**config.mk**
```make
export PLATFORM = sky130hd
export DESIGN_NAME = prog_counter
export DESIGN_NICKNAME = d
export VERILOG_FILES = /design/src/rtl/prog_counter.sv
export SDC_FILE = /design/constraint.sdc
export NUM_CORES = 1
export LEC_CHECK = 0
export CAP_MARGIN = 40
export CORE_MARGIN = 1
export CORE_UTILIZATION = 45
export CTS_BUF_LIST = sky130_fd_sc_hd__clkbuf_4 sky130_fd_sc_hd__clkbuf_8
export CTS_CLUSTER_DIAMETER = 40
export CTS_CLUSTER_SIZE = 8
export DETAILED_ROUTE_END_ITERATION = 7
export PLACE_DENSITY = 0.79
export SLEW_MARGIN = 20
export SYNTH_ARGS = -nofsm -noshare
export SYNTH_HDL_FRONTEND = slang
export SYNTH_SLANG_ARGS = --single-unit
```
**constraint.sdc**
```tcl
create_clock -name clk -period 1.85 [get_ports clk]
set_input_delay 0.185 -clock clk [delete_from_list [all_inputs] [get_ports clk]]
set_output_delay 0.185 -clock clk [all_outputs]
set_load 0.03 [all_outputs]
```
**src/rtl/prog_counter.sv**
```systemverilog
// Programmable up/down modulo counter with IDLE/RUN/DONE control, one-shot or free-run.
// Define PROG_COUNTER_PRESCALE_EN to add the prescale port and tick divider.
module prog_counter #(
   parameter int WIDTH      = 8,
   parameter int PRESCALE_W = 4
) (
   input  logic             clk,
   input  logic             rst,
   input  logic             load,
   input  logic [WIDTH-1:0] load_val,
   input  logic             start,
   input  logic             stop,
   input  logic             dir,
   input  logic             one_shot,
   input  logic [WIDTH-1:0] limit,
   input  logic             oe,
`ifdef PROG_COUNTER_PRESCALE_EN
   input  logic [PRESCALE_W-1:0] prescale,
`endif
   output logic [WIDTH-1:0] count_out,
   output logic             tc,
   output logic             busy,
   output logic             done
);

   typedef enum logic [1:0] {
      ST_IDLE = 2'd0,
      ST_RUN  = 2'd1,
      ST_DONE = 2'd2
   } state_t;

   if (WIDTH < 2 || PRESCALE_W < 1) begin : g_bad_cfg
      $error("prog_counter: WIDTH must be >= 2 and PRESCALE_W >= 1");
   end

   state_t           state_q, state_d;
   logic [WIDTH-1:0] cnt_q, cnt_d;
   logic             tc_q, busy_q, done_q;
   logic             div_hit;
   logic             tick;
   logic             term;

`ifdef PROG_COUNTER_PRESCALE_EN
   logic [PRESCALE_W-1:0] div_q, div_d;
   logic                  div_clr;

   // The divider restarts on anything that repositions the count or the run phase.
   assign div_clr = load | stop | (start & (state_q != ST_RUN));
   assign div_hit = (div_q == prescale);

   always_comb begin
      div_d = div_q;
      if (div_clr)
         div_d = '0;
      else if (state_q == ST_RUN)
         div_d = div_hit ? '0 : div_q + PRESCALE_W'(1);
   end

   always_ff @(posedge clk or posedge rst) begin
      if (rst)
         div_q <= '0;
      else
         div_q <= div_d;
   end
`else
   assign div_hit = 1'b1;
`endif

   assign tick = (state_q == ST_RUN) & ~load & div_hit;
   assign term = dir ? (cnt_q == limit) : (cnt_q == '0);

   always_comb begin
      cnt_d = cnt_q;
      if (load)
         cnt_d = load_val;
      else if (tick) begin
         if (term) begin
            if (!one_shot)
               cnt_d = dir ? '0 : limit;
         end else begin
            cnt_d = dir ? cnt_q + WIDTH'(1) : cnt_q - WIDTH'(1);
         end
      end
   end

   always_comb begin
      state_d = state_q;
      unique case (state_q)
         ST_RUN: begin
            if (stop)
               state_d = ST_IDLE;
            else if (tick && term && one_shot)
               state_d = ST_DONE;
         end
         ST_IDLE, ST_DONE: begin
            if (start && !stop)
               state_d = ST_RUN;
         end
         default: state_d = ST_IDLE;
      endcase
   end

   always_ff @(posedge clk or posedge rst) begin
      if (rst) begin
         state_q <= ST_IDLE;
         cnt_q   <= '0;
         tc_q    <= 1'b0;
         busy_q  <= 1'b0;
         done_q  <= 1'b0;
      end else begin
         state_q <= state_d;
         cnt_q   <= cnt_d;
         tc_q    <= tick & term;
         busy_q  <= (state_d == ST_RUN);
         done_q  <= (state_d == ST_DONE);
      end
   end

   assign count_out = oe ? cnt_q : '0;
   assign tc        = tc_q;
   assign busy      = busy_q;
   assign done      = done_q;

endmodule

```
==> Word level (Yosys, flattened, before mapping) <==
Cells that the tools add are included.
{ "totals": {"input_bits": 24, "ff_bits": 13} }
{ "op_classes": {"n_eq_ne": 6, "muxes": 12, "n_reduce_logical": 9, "bitwise_logic": 3, "n_addsub": 2} }
{ "op_table": {"columns": ["cell", "n"], "rows": [
  ["8-bit 2-to-1 mux", 7],
  ["8-bit by 1-bit adder with 8-bit output, second input constant", 1],
  ["8-bit equality test", 1],
  ["8-bit logical NOT", 1],
  ["8-bit by 1-bit subtractor with 8-bit output, second input constant", 1],
  ["2-bit 2-to-1 mux", 3],
  ["2-bit by 1-bit equality test with 1-bit output, second input constant", 2],
  ["2-bit equality test, second input constant", 2],
  ["2-bit one-hot mux with 2 select lines", 1],
  ["1-bit logical AND", 3],
  ["3-bit inequality test, second input constant", 1],
  ["1-bit AND", 2],
  ["2-bit logical NOT", 1],
  ["2-bit AND reduction", 1],
  ["2-bit nonzero test", 1],
  ["2-bit OR reduction", 1],
  ["1-bit logical NOT", 1],
  ["1-bit 2-to-1 mux", 1],
  ["1-bit NOT", 1]
]} }

==> Depth between registers and ports, before layout <==
{ "logic_depth": {"word_depth": 8, "ltp_mapped": 7} }

==> Worst setup path after synthesis <==
Ideal clock, no wire load.
{ "synth_path": {"path_type": "flip-flop to flip-flop", "startpoint": "register cnt_q[1]", "endpoint": "register cnt_q[2]", "setup_time_ps": 125, "path_stages_with_launch": 6, "arrival_time_ps": 1711, "slack_ps": 14, "t_required_ps": 1725, "path_cell_list": "dfrtp_1 xnor2_1 nand4_2 or4_4 nand2_4 mux2_2"} }
{ "synth_via": {"elab_chain_len": 5} }
{ "synth_lines": {"columns": ["item", "line", "source"], "rows": [
  ["from (decl)", "37", "logic [WIDTH-1:0] cnt_q, cnt_d;"],
  ["from (signal assigned)", "112", "cnt_q <= cnt_d;"],
  ["8-bit by 1-bit subtractor with 8-bit output, or another cell as far along", "81", "cnt_d = dir ? cnt_q + WIDTH'(1) : cnt_q - WIDTH'(1);"],
  ["8-bit 2-to-1 mux or 1-bit 2-to-1 mux (tied branches)", "81, 70", null],
  ["8-bit 2-to-1 mux", "77", "if (term) begin"],
  ["8-bit 2-to-1 mux", "76", "else if (tick) begin"],
  ["8-bit 2-to-1 mux", "74", "if (load)"]
]} }
Parallel ways exist; a longest one is shown, timed or not. The select of a mux whose other input is x is not followed.
A chain may end at the register's enable or synchronous reset.

==> Worst setup path in the final report <==
{ "layout_path": {"startpoint": "register cnt_q[1]", "endpoint": "register cnt_q[5]"} }
The elaborated chain is that of the path after synthesis.

==> results.md <==
* Ranking of synthesized cells by area: dfrtp_1, xnor2_1, ha_1
* Relative slew slack at between 50% and 60%
* Worst-path clk slew at roughly 0.11 ns
* Max Freq at 0.487 GHz
* CTS H-Tree Depth at 1
* Worst Path Class, Setup: reg -> reg
* WL/cell at between 20 and 25 um
* Count leader, synth: dfrtp_1
* Vias/cell at approximately 6.6
* Via count at approximately 1,600
* Vias in the first global route at between 1,000 and 1,500
* GRT Util Overall at about a third
* Min Clock Period, post-route at between 2 and 2.5 ns
* Global-route wire length before repair at just under 7 mm
* Placed wire-length estimate at 3.08 mm
* Largest net degree at the start of global routing at 14
* Critical path arrival at between 2 and 2.5 ns
* Worst Hold Class: in -> async
* Layout area overhead at 85.5%
* Setup WS post-layout at -0.202 ns
* Hold Vio Cnt, Final at 0
* Reg2reg path depth at 7
* Mapped Area at about 1300 um^2
* Number of enable flip-flop cells after synthesis at 0
* Unrepaired setup endpoints after global routing: yes
* Reg2reg start: cnt_q[1]
* Die width at around 55 um
* Synth warn at 0
* Max-slew violation total from the final report at 0
* # rows at 18
* Final setup violation count at 10
* FFs w/ async S/R, synth at 100%
* Max cap viols at 0
* Nets at ~250
* VDD IR-drop max at ~640 uV
* Syn_nets at 172
* Initial antenna violation count at 0
* Yosys top cell area share at 25.6%
* First-pass detailed-route iteration total at 6
* Leakage power figure at just over 1 nW
* Gpl congestion at ~0.9
* CTS Sinks at 13
* Crit share post-route at 111%
* PortBufs at 34
* Sequential area share after synthesis at ~26%
* Total wire length at 6.04 mm
* Pwr dens at between 800 and 900 nW/um^2
* Crit. End Element: flip-flop
* CP Data Required Time at just over 2 ns
* DRC violations left at 0
* Top cells by count, synth: dfrtp_1, xnor2_1, and2_1, inv_1, a21oi_1
* Failing checks: negative setup slack
* Setup WS pre-CTS at -0.481 ns
* Core area at 2570 um^2
* CTS Buf Count at 3
* Post-DRT Antenna Nets at 0
* Count of cell types in the netlist at 53
* Crit-path max FO at 4
* R2r endpoint: cnt_q[5]
* I/O Pins at 35
* Congestion Overflow GR at 0
* Die area at 3040 um^2
* Initial DRC count at approximately 90
* TritonCTS clock tree: yes
* Status: complete, but fails checks
* Layout cell share with drive strength beyond 1 at between 50% and 60%
* Worst Tran Pin Value at 0.605 ns
* Setup TNS at -0.995 ns
* Cells after synthesis at around 140
* Top_reg_cell synth: dfrtp_1
* Clk_skew at between 0.01 and 0.015 ns
* CP Launch Type: flip-flop
* CTS root buf: clkbuf_4
* Post-synth top area cell: dfrtp_1
* # diodes at 0
* Die H at 55.1 um
* Reg2Reg Setup Slack at -0.20 ns
* Initial Util at between 40% and 50%
* Clk buf depth at 2
* Worst-Skew Late Latency at roughly 0.3 ns
* Avg Synthesized Cell Area at 9.00 um^2
* Synth Register Bits at 13
state kept, by name, summed over array words and instances (netlist names):
name and flops:
cnt_q 8, state_q 2, busy 1, done 1
tc 1
how the worst max path moves through the flow:
stage	startpoint	slack, ns	end
after floorplan	cnt_q[1]	0.01	cnt_q[2]
after global placement	dir	-0.40	cnt_q[5]
after detailed placement	dir	-0.48	cnt_q[7]
after CTS	dir	-0.02	cnt_q[7]
after global routing	cnt_q[1]	-0.28	cnt_q[5]
final	cnt_q[1]	-0.20	cnt_q[5]
stage by stage:
stage | hold WS, ns | cells | utilization (%) | total power [mW] | instance area, um^2
2_1_floorplan | 0.0620 | 141 | - | 0.829 | 1270
3_3_place_gp | 0.515 | 229 | 71.4 | 1.12 | 1830
3_5_place_dp | 0.548 | 229 | 71.4 | 1.14 | 1830
4_1_cts | 0.263 | 240 | 78.4 | 1.46 | 2010
5_1_grt | 0.347 | 247 | 91.7 | 1.97 | 2350
6_report | 0.245 | 247 | 91.7 | 1.90 | 2350
layout by cell type (no fill, tap or decap), drive strengths merged, types with 2 or more instances in the layout:
| cell | n |
|---|---|
| dlygate4sd2 | 3 |
| inv | 9 |
| nand3 | 5 |
| dlymetal6s2s | 3 |
| nand2b | 2 |
| mux2 | 2 |
| and3 | 3 |
| o21ai | 3 |
| buf | 42 |
| ha | 6 |
| a211o | 2 |
| a2111oi | 3 |
| dfrtp | 13 |
| xnor2 | 10 |
| a221oi | 4 |
| nor2 | 5 |
| a31o | 2 |
| nor3 | 3 |
| o31ai | 3 |
| a21oi | 9 |
| clkbuf | 4 |
| a21o | 4 |
| nor2b | 2 |
| nor4 | 3 |
| a22o | 2 |
| a211oi | 5 |
| nand2 | 7 |
| clkdlybuf4s50 | 28 |
| and2 | 11 |
per-layer routing:
metal,up-vias,part of all wire [%],track usage [%]
li1,693,-,-
met1,773,38,38.6
met2,127,48,56.0
met3,33,8.6,4.92
met4,0,4.4,11.7
met5,-,0,0
kinds of logic (layout without fill, tap and decap cells):
group | after synthesis | in the layout | synth area share (%)
adders and majority gates | 7 | 7 | 7.49
DFF | 13 | 13 | 25.6
muxes | 3 | 3 | 2.56
and+or+nand+nor | 49 | 49 | 24.6
AOI/OAI and AO/OA | 45 | 45 | 27.6
xor gates and xnor gates | 11 | 11 | 7.59
buffers and inverters | 13 | 89 | 4.54
worst max-delay path, stage by stage, from the launching register on:
cell	delay, ns
dfrtp_2	0.49
buf_6	0.15
ha_4	0.22
a211oi_4	0.33
o21bai_1	0.13
a21oi_1	0.22
xnor2_1	0.13
a211o_1	0.28
power by group:
part           switching [mW]  total [mW]  internal (mW)  leakage [nW]
Combinational           0.602        1.25          0.650         0.839
Sequential             0.0973       0.428          0.331         0.153
Clock                   0.118       0.216         0.0985        0.0184
Total                   0.817        1.90           1.08          1.01
what timing repair did:
item,CTS,global route
resized for setup,26,53
hold buffers,0,0
setup endpoints to repair,11,12
pin swaps,5,21
buffers inserted,7,6
gates cloned,0,1
area by class of cell:
type,count,area (um^2)
multi-input cells,115,1240
repair buffers,76,674
flip-flops and latches,13,335
fillers,100,214
well taps,30,37.5
inverters,9,36.3
clock buffers,4,30.0
No activity file was read; power rests on OpenSTA's default activity.
